`config.mk`:
```
export PLATFORM = sky130hd
export DESIGN_NAME = key_event_detector
export DESIGN_NICKNAME = d
export VERILOG_FILES = /design/src/rtl/key_pkg.sv /design/src/rtl/key_event_detector_ms_tick_gen.sv /design/src/rtl/key_event_detector.sv
export SDC_FILE = /design/constraint.sdc
export NUM_CORES = 1
export LEC_CHECK = 0
export ABC_CLOCK_PERIOD_IN_PS = 2700
export CORE_ASPECT_RATIO = 0.7
export CORE_MARGIN = 5
export CORE_UTILIZATION = 60
export CTS_BUF_LIST = sky130_fd_sc_hd__clkbuf_4
export DETAILED_ROUTE_END_ITERATION = 8
export PLACE_DENSITY = 0.91
export SLEW_MARGIN = 5
export SYNTH_ARGS = -nofsm -noshare
export SYNTH_HDL_FRONTEND = slang
export SYNTH_SLANG_ARGS = --single-unit
```
`constraint.sdc`:
```
create_clock -name i_clk -period 2.7 [get_ports i_clk]
set_clock_uncertainty 0.15 [all_clocks]
set_input_delay 0.27 -clock i_clk [delete_from_list [all_inputs] [get_ports i_clk]]
set_output_delay 0.27 -clock i_clk [all_outputs]
set_load 0.02 [all_outputs]
```
`src/rtl/key_pkg.sv`:
```
// Shared types and constants for the key event detector.
// Optional auto-repeat is enabled by defining KEY_REPEAT_EN.
package key_pkg;

  typedef enum logic [2:0] {
    KS_IDLE,
    KS_PRESS1,
    KS_WAIT2,
    KS_PRESS2,
    KS_LONG
  } key_state_t;

  localparam int TICKS_PER_MS_DIV = 1000;

  function automatic int max3(
    input int a,
    input int b,
    input int c
  );
    int m;
    m = (a > b) ? a : b;
    return (m > c) ? m : c;
  endfunction

endpackage

```
`src/rtl/key_event_detector_ms_tick_gen.sv`:
```
// Free-running 1 ms tick enable: one cycle high every
// F_CLK/1000 clocks, at the counter's terminal value.
module ms_tick_gen
  import key_pkg::*;
#(
  parameter int F_CLK = 50000000
) (
  input  logic i_clk,
  input  logic i_rst_n,
  output logic o_tick
);

  localparam int TPM = F_CLK / TICKS_PER_MS_DIV;
  localparam int CW  = (TPM > 1) ? $clog2(TPM) : 1;
  localparam logic [CW-1:0] CNT_MAX = CW'(TPM - 1);

  logic [CW-1:0] cnt_q;
  logic [CW-1:0] cnt_d;

  always_comb begin
    cnt_d = cnt_q + CW'(1);
    if (cnt_q == CNT_MAX) cnt_d = '0;
  end

  always_ff @(posedge i_clk or negedge i_rst_n) begin
    if (!i_rst_n) cnt_q <= '0;
    else          cnt_q <= cnt_d;
  end

  assign o_tick = (cnt_q == CNT_MAX);

endmodule

```
`src/rtl/key_event_detector.sv`:
```
// Debounced key -> short / double / long / repeat pulses.
// Auto-repeat in LONG only when KEY_REPEAT_EN is defined.
module key_event_detector
  import key_pkg::*;
#(
  parameter int F_CLK     = 50000000,
  parameter int LONG_MS   = 800,
  parameter int DOUBLE_MS = 250,
  parameter int REPEAT_MS = 100
) (
  input  logic i_clk,
  input  logic i_rst_n,
  input  logic i_key_n,
  output logic o_pressed,
  output logic o_short,
  output logic o_double,
  output logic o_long,
  output logic o_repeat
);

  localparam int MS_MAX = max3(LONG_MS, DOUBLE_MS, REPEAT_MS);
  localparam int MW     = $clog2(MS_MAX + 1);
  localparam logic [MW-1:0] LONG_END = MW'(LONG_MS - 1);
  localparam logic [MW-1:0] DBL_END  = MW'(DOUBLE_MS - 1);
  localparam logic [MW-1:0] MS_SAT   = '1;
`ifdef KEY_REPEAT_EN
  localparam logic [MW-1:0] REP_END  = MW'(REPEAT_MS - 1);
`endif

  logic       tick;
  logic       key_q, key_d;
  logic       arm_q, arm_d;
  logic       prs_e, rel_e;
  key_state_t state_q, state_d;
  logic [MW-1:0] ms_q, ms_d;
  logic       ms_clr;
  logic       pressed_q, pressed_d;
  logic       short_q, short_d;
  logic       double_q, double_d;
  logic       long_q, long_d;
  logic       rep_q, rep_d;

  ms_tick_gen #(
    .F_CLK (F_CLK)
  ) u_tick (
    .i_clk   (i_clk),
    .i_rst_n (i_rst_n),
    .o_tick  (tick)
  );

  // arm_q: key seen released since reset, so a key
  // held through reset never counts as a press
  assign key_d = i_key_n;
  assign arm_d = arm_q | i_key_n;
  assign prs_e = arm_q & key_q & ~i_key_n;
  assign rel_e = ~key_q & i_key_n;

  always_ff @(posedge i_clk or negedge i_rst_n) begin
    if (!i_rst_n) begin
      state_q   <= KS_IDLE;
      key_q     <= 1'b1;
      arm_q     <= 1'b0;
      ms_q      <= '0;
      pressed_q <= 1'b0;
      short_q   <= 1'b0;
      double_q  <= 1'b0;
      long_q    <= 1'b0;
      rep_q     <= 1'b0;
    end else begin
      state_q   <= state_d;
      key_q     <= key_d;
      arm_q     <= arm_d;
      ms_q      <= ms_d;
      pressed_q <= pressed_d;
      short_q   <= short_d;
      double_q  <= double_d;
      long_q    <= long_d;
      rep_q     <= rep_d;
    end
  end

  always_comb begin
    state_d = state_q;
    unique case (state_q)
      KS_IDLE:
        if (prs_e) state_d = KS_PRESS1;
      KS_PRESS1:
        if (rel_e)
          state_d = KS_WAIT2;
        else if (tick && ms_q == LONG_END)
          state_d = KS_LONG;
      KS_WAIT2:
        if (prs_e)
          state_d = KS_PRESS2;
        else if (tick && ms_q == DBL_END)
          state_d = KS_IDLE;
      KS_PRESS2:
        if (rel_e) state_d = KS_IDLE;
      KS_LONG:
        if (rel_e) state_d = KS_IDLE;
      default:
        state_d = KS_IDLE;
    endcase
  end

  always_comb begin
    pressed_d = ~i_key_n;
    short_d   = (state_q == KS_WAIT2) & ~prs_e
              & tick & (ms_q == DBL_END);
    double_d  = (state_q == KS_PRESS2) & rel_e;
    long_d    = (state_q == KS_PRESS1) & ~rel_e
              & tick & (ms_q == LONG_END);
    rep_d     = 1'b0;
    ms_clr    = 1'b0;
`ifdef KEY_REPEAT_EN
    if ((state_q == KS_LONG) && !rel_e && tick
        && (ms_q == REP_END)) begin
      rep_d  = 1'b1;
      ms_clr = 1'b1;
    end
`endif
  end

  always_comb begin
    ms_d = ms_q;
    if (state_d != state_q || ms_clr)
      ms_d = '0;
    else if (tick && ms_q != MS_SAT)
      ms_d = ms_q + MW'(1);
  end

  assign o_pressed = pressed_q;
  assign o_short   = short_q;
  assign o_double  = double_q;
  assign o_long    = long_q;
  assign o_repeat  = rep_q;

endmodule
```
==> results.py, run 1 <==
metrics = {
    "pwr": {
        "ir_drop_uv": 327,
        "p_per_area_nw_per_um2": 465,
        "p_total_mw": 0.889,
        "leakagePower_nw": 0.894,
    },
    "yosys": {
        "synth_cell_type_count": 45,
        "avgSynthCellArea_sq_um": 10.4,
        "ys_async_sr_fraction_pct": 100,
        "synth_area_leaders": "dfrtp_1, xor2_1, nor2_1, nand3_1, nand4_1",
        "yosysTopAreaCellShare_pct": 47.4,
        "synth_edf_count": 0,
        "synth.most_common_cell": "dfrtp_1",
        "synth_seq_cells": 35,
        "syn_area_sq_um": 1800,
        "postSynthCellCount": 173,
        "seq_area_frac_synth_pct": 48.9,
        "synth_warnings": 0,
        "ys.flop_type": "dfrtp_1",
        "ys_top_cells_by_count": "dfrtp_1, nor2_1, xor2_1",
        "synth_top_area_cell": "dfrtp_1",
        "syn-num-nets": 179,
    },
    "clocking": {
        "ctsResizeCount": 0,
        "cts-buffers-inserted": 5,
        "clockBufferDepth": 2,
        "cts_root_buf": "clkbuf_4",
        "cts_tree": "done",
        "htree_levels": 2,
        "insertion_delay_ps": 340,
        "clk_pin_slew_ps": 110,
        "clock-sinks": 35,
        "post_cts_buffers": 0,
        "cts-hold-fix-buffers": 0,
    },
    "setup_path": {
        "endpoint_kind": "register",
        "critPathLaunch": "u_tick.cnt_q[0]",
        "reg2regPathDepth": 7,
        "required_ps": 2760,
        "crit_end": "ms_q[6]",
        "crit_fanout": 14,
        "crit_arrival_ps": 2310,
        "r2r_start": "u_tick.cnt_q[0]",
        "start_kind": "register",
        "worstSetupPathType": "register to register",
        "r2r_slack_ps": 460,
        "reg2reg_to": "ms_q[6]",
    },
    "layout": {
        "final-instance-count-excl-fill": 217,
        "multi_input_area_sq_um": 847,
        "fillCellCount": 218,
        "register_area_sq_um": 877,
        "nNetsFinal": 186,
        "area_growth_pct": 6.48,
        "antenna_cells": 0,
        "drive_gt1_share_pct": 12.7,
    },
    "floorplan": {
        "initial_core_util_pct": 63.2,
        "rows": 16,
        "die_y_microns": 55.8,
        "boundaryPins": 8,
        "core_sq_um": 2840,
        "fp.dieArea_sq_um": 4200,
        "die_w_microns": 75.4,
    },
    "timing": {
        "slew_viol_final": 0,
        "fin_crit_sh_pct": 83.1,
        "final.min_clock_period_ps": 2240,
        "report.final.setup_viol": 0,
        "fmax_ghz": 0.446,
        "finalHoldViolCount": 0,
        "grt_setup_unrepaired": "no",
        "setup_tns_ps": 0,
    },
    "drt": {
        "drt-initial-drc-count": 145,
        "drc_errors": 0,
        "totalWireLength_microns": 3170,
        "final_antenna_net_count": 0,
        "num_vias": 1268,
        "drt-vias-per-instance": 5.84,
        "drt_first_pass_iters": 4,
        "wl_per_cell_microns": 14.6,
    },
    "global_route": {
        "grt_max_degree": 36,
        "antenna_found_initial": 0,
        "grt_use_total_pct": 17.9,
        "overflow": 0,
        "grt_pass1_wl_microns": 5860,
        "grt_pass1_vias": 1271,
    },
    "flow_run": {
        "max_cap_viol_count": 0,
    },
    "placement": {
        "routabilityCongestion": 0.799,
        "dp.cells": 209,
        "dp_hpwl_microns": 2240,
        "io_buffers": 6,
    },
    "outcome": {
        "status": "finished clean",
    },
    "min_path": {
        "hp-class": "primary input to asynchronous set/reset pin",
    },
}
==> state kept, by name, indices dropped and copies added (netlist names) <==
name,count
u_tick.cnt_q,16
o_pressed,1
o_double,1
key_q,1
state_q,3
o_long,1
ms_q,10
o_short,1
arm_q,1
==> cell families (layout without fill, tap and decap cells) <==
family                     count (synthesis)  after routing  synth area share (%)
xor gates and xnor gates                  21             21                  10.2
adders and majority gates                  3              3                  2.09
AOI/OAI and AO/OA                         14             14                  5.30
muxes                                      1              1                 0.558
other                                      1              1                 0.209
and+or+nand+nor                           86             86                  28.8
buffers and inverters                     12             20                  3.97
DFF                                       35             35                  48.9
==> per-layer routing <==
metal / vias to the layer above / global-route usage [%] / wire length [microns]
met5: - / 0 / 0
li1: 614 / - / -
met1: 618 / 24.1 / 1450
met4: 0 / 5.74 / 34
met3: 4 / 5.60 / 154
met2: 32 / 27.2 / 1530
==> worst min path at each step <==
stage / cells after the start / start / end
global route: 2 / i_rst_n / u_tick.cnt_q[7]
global placement: 1 / arm_q / arm_q
CTS: 2 / i_rst_n / u_tick.cnt_q[7]
finish: 2 / i_rst_n / u_tick.cnt_q[15]
floorplan: 0 / i_rst_n / arm_q
detailed placement: 1 / arm_q / arm_q
==> stage by stage <==
step / hold WS (ps) / util, % / setup WS, ps / area (sq um)
after floorplan: -176 / - / 887 / 1800
after global placement: 306 / 65.4 / 558 / 1860
after detailed placement: 306 / 65.4 / 483 / 1860
after CTS: 190 / 67.3 / 480 / 1910
after global routing: 233 / 67.3 / 314 / 1910
final: 184 / 67.3 / 456 / 1910
==> critical path, stage by stage (launching register included) <==
cell	delay, ps
dfrtp_1	410
ha_1	220
and3_1	250
and4_1	440
buf_4	280
nand4_1	130
xor2_1	180
nor2_1	70
==> cell usage in the layout, fill, tap and decap left out, types with 2 or more instances in the layout <==
cell type,Yosys,layout
and2_1,2,2
xor2_1,17,17
xnor2_1,4,4
a21oi_1,3,3
nand3_1,10,10
nor4_1,2,2
nor3_1,3,3
nand4_1,8,8
or3_1,3,3
nand4_2,2,2
clkdlybuf4s50_1,0,6
o21ai_0,5,5
buf_4,4,2
nor2_1,24,24
clkinv_2,0,3
ha_1,3,3
and3_2,2,2
nor2b_1,2,2
dfrtp_1,34,34
inv_1,4,4
and3_1,5,5
nor3b_1,2,2
clkbuf_4,0,5
nand2_1,8,8
==> area by class of cell <==
class	count	area share, %
Sequential cell	35	45.9
Multi-Input combinational cell	126	44.3
Timing Repair Buffer	8	3.93
Tap cell	36	2.36
Clock buffer	5	1.96
Clock inverter	3	0.785
Inverter	4	0.785
==> power breakdown <==
group          switching, mW  internal [mW]
Clock                  0.170         0.0968
Sequential            0.0270          0.537
Combinational         0.0331         0.0243
Total                  0.230          0.658
Note: power is estimated with default switching activity, not from simulation.
==> run 2: changes to the inputs <==
--- a/config.mk
+++ b/config.mk
@@ -5,7 +5,7 @@
 export SDC_FILE = /design/constraint.sdc
 export NUM_CORES = 1
 export LEC_CHECK = 0
-export ABC_CLOCK_PERIOD_IN_PS = 2700
+export ABC_CLOCK_PERIOD_IN_PS = 2100
 export CORE_ASPECT_RATIO = 0.7
 export CORE_MARGIN = 5
 export CORE_UTILIZATION = 60
==> constraint.sdc (replaced) <==
create_clock -name i_clk -period 2.1 [get_ports i_clk]
set_clock_uncertainty 0.15 [all_clocks]
set_input_delay 0.21 -clock i_clk [delete_from_list [all_inputs] [get_ports i_clk]]
set_output_delay 0.21 -clock i_clk [all_outputs]
set_load 0.02 [all_outputs]
==> results.py, run 2 (synthesized netlist as in run 1, its figures left out) <==
metrics = {
    "timing": {
        "final.min_clock_period_ps": 1980,
        "tightest_slew_ps": 504,
        "slew_viol_final": 0,
        "fin_crit_sh_pct": 94.4,
        "report.final.setup_viol": 0,
        "fmax_ghz": 0.504,
        "maxSlewHeadroom_pct": 66.2,
        "finalHoldViolCount": 0,
    },
    "pwr": {
        "power_switching_mw": 0.300,
        "pwr-share-clk_pct": 29.3,
        "p_per_area_nw_per_um2": 583,
        "p_total_mw": 1.14,
        "switching_share_pct": 26.2,
        "leakagePower_nw": 0.916,
        "p_int_mw": 0.845,
        "power_frac_comb_pct": 7.0,
        "seqPwrFrac_pct": 63.7,
        "ir_drop_uv": 312,
    },
    "layout": {
        "antenna_cells": 0,
        "largest_register_ffs": 16,
        "final_area_sq_um": 1960,
        "multi_input_area_sq_um": 855,
        "final-instance-count-excl-fill": 222,
        "final_cell_mix": "dfrtp_1, nor2_1, xor2_1",
        "top_regs": "u_tick.cnt_q (16), ms_q (10), state_q (3)",
        "register_area_sq_um": 877,
        "fillCellCount": 209,
        "area_growth_pct": 9.27,
        "drive_gt1_share_pct": 15.6,
        "nNetsFinal": 192,
        "regMostFlops": "u_tick.cnt_q",
        "final_common_cell": "dfrtp_1",
    },
    "global_route": {
        "overflow": 0,
        "grt_pass1_vias": 1249,
        "grt_pass1_wl_microns": 5740,
        "antenna_found_initial": 0,
        "grt_use_total_pct": 18.3,
        "grt_max_degree": 36,
    },
    "setup_path": {
        "worstSetupPathType": "register to register",
        "start_kind": "register",
        "required_ps": 2200,
        "endpoint_kind": "register",
        "r2r_slack_ps": 120,
        "crit_arrival_ps": 2090,
        "crit_fanout": 10,
    },
    "clocking": {
        "clock-sinks": 35,
        "ctsResizeCount": 1,
        "cts_root_buf": "clkbuf_4",
        "clk_pin_slew_ps": 100,
        "post_cts_buffers": 0,
        "insertion_delay_ps": 340,
        "cts_tree": "done",
        "cts-buffers-inserted": 5,
        "clockBufferDepth": 2,
        "cts-hold-fix-buffers": 0,
        "htree_levels": 2,
    },
    "outcome": {
        "status": "finished clean",
    },
    "placement": {
        "routabilityCongestion": 0.802,
        "dp.cells": 215,
        "io_buffers": 6,
        "dp_hpwl_microns": 2380,
        "dpl_cell_area_sq_um": 1900,
    },
    "drt": {
        "final_antenna_net_count": 0,
        "num_vias": 1311,
        "drc_errors": 0,
        "wl_per_cell_microns": 15.2,
        "drt_first_pass_iters": 4,
        "totalWireLength_microns": 3380,
        "drt-vias-per-instance": 5.91,
        "drt-initial-drc-count": 110,
    },
    "flow_run": {
        "max_cap_viol_count": 0,
    },
    "min_path": {
        "hp-class": "primary input to asynchronous set/reset pin",
    },
    "floorplan": {
        "die_y_microns": 55.8,
        "die_w_microns": 75.4,
        "boundaryPins": 8,
        "core_sq_um": 2840,
        "initial_core_util_pct": 63.2,
        "fp.dieArea_sq_um": 4200,
        "rows": 16,
    },
}
-- run 2: cell count changes in the layout (fill, tap and decap cells not counted) --
cell / delta
buf_4: +5
clkinv_2: -2
a21o_1: -1
a21o_2: +1
buf_6: +1
clkinv_1: +1
nor4_1: -1
nor4_2: +1
-- run 2: cell type report --
cell class                      count  area share (%)
Clock buffer                        5            1.91
Sequential cell                    35            44.7
Clock inverter                      2           0.446
Timing Repair Buffer               14            6.31
Tap cell                           36            2.30
Inverter                            4           0.765
Multi-Input combinational cell    126            43.6
-- run 2: power by group through the flow --
stage	Clock [mW]	Combinational [mW]	Sequential, mW
2_1_floorplan	0	0.0837	0.711
3_3_place_gp	0	0.0774	0.736
3_5_place_dp	0	0.0793	0.740
4_1_cts	0.341	0.0802	0.728
5_1_grt	0.371	0.0904	0.734
6_report	0.335	0.0800	0.729
-- run 2: worst max-delay path, stage by stage (launching register included) --
cell      delay [ps]
dfrtp_1          430
ha_1             240
and3_1           230
and4_1           210
buf_4            170
a21o_2           270
a311oi_2         200
-- run 2: path summary, 6_finish.rpt --
path                            startpoint       to  cells after the start
max                        u_tick.cnt_q[0]  ms_q[1]                      6
min                                i_rst_n  ms_q[1]                      2
max reg2reg                u_tick.cnt_q[0]  ms_q[1]                      6
min reg2reg                          arm_q    arm_q                      1
max in group asynchronous          i_rst_n    key_q                      2
min in group i_clk                 i_key_n    key_q                      2
-- run 2: stage by stage --
step	util, %	hold slack (ps)	setup WS (ps)	TNS, ps
2_1_floorplan	-	-236	287	0
5_1_grt	69.0	152	-3.62	-3.62
3_5_place_dp	67.0	312	1.97	0
3_3_place_gp	67.0	309	126	0
6_report	69.0	114	117	0
4_1_cts	68.8	130	101	0
-- run 2: per-layer routing --
metal	up-vias	track usage [%]	wire [microns]
met5	-	0	0
met3	9	5.42	137
met4	0	9.73	70
li1	634	-	-
met1	630	25.2	1550
met2	38	25.5	1630
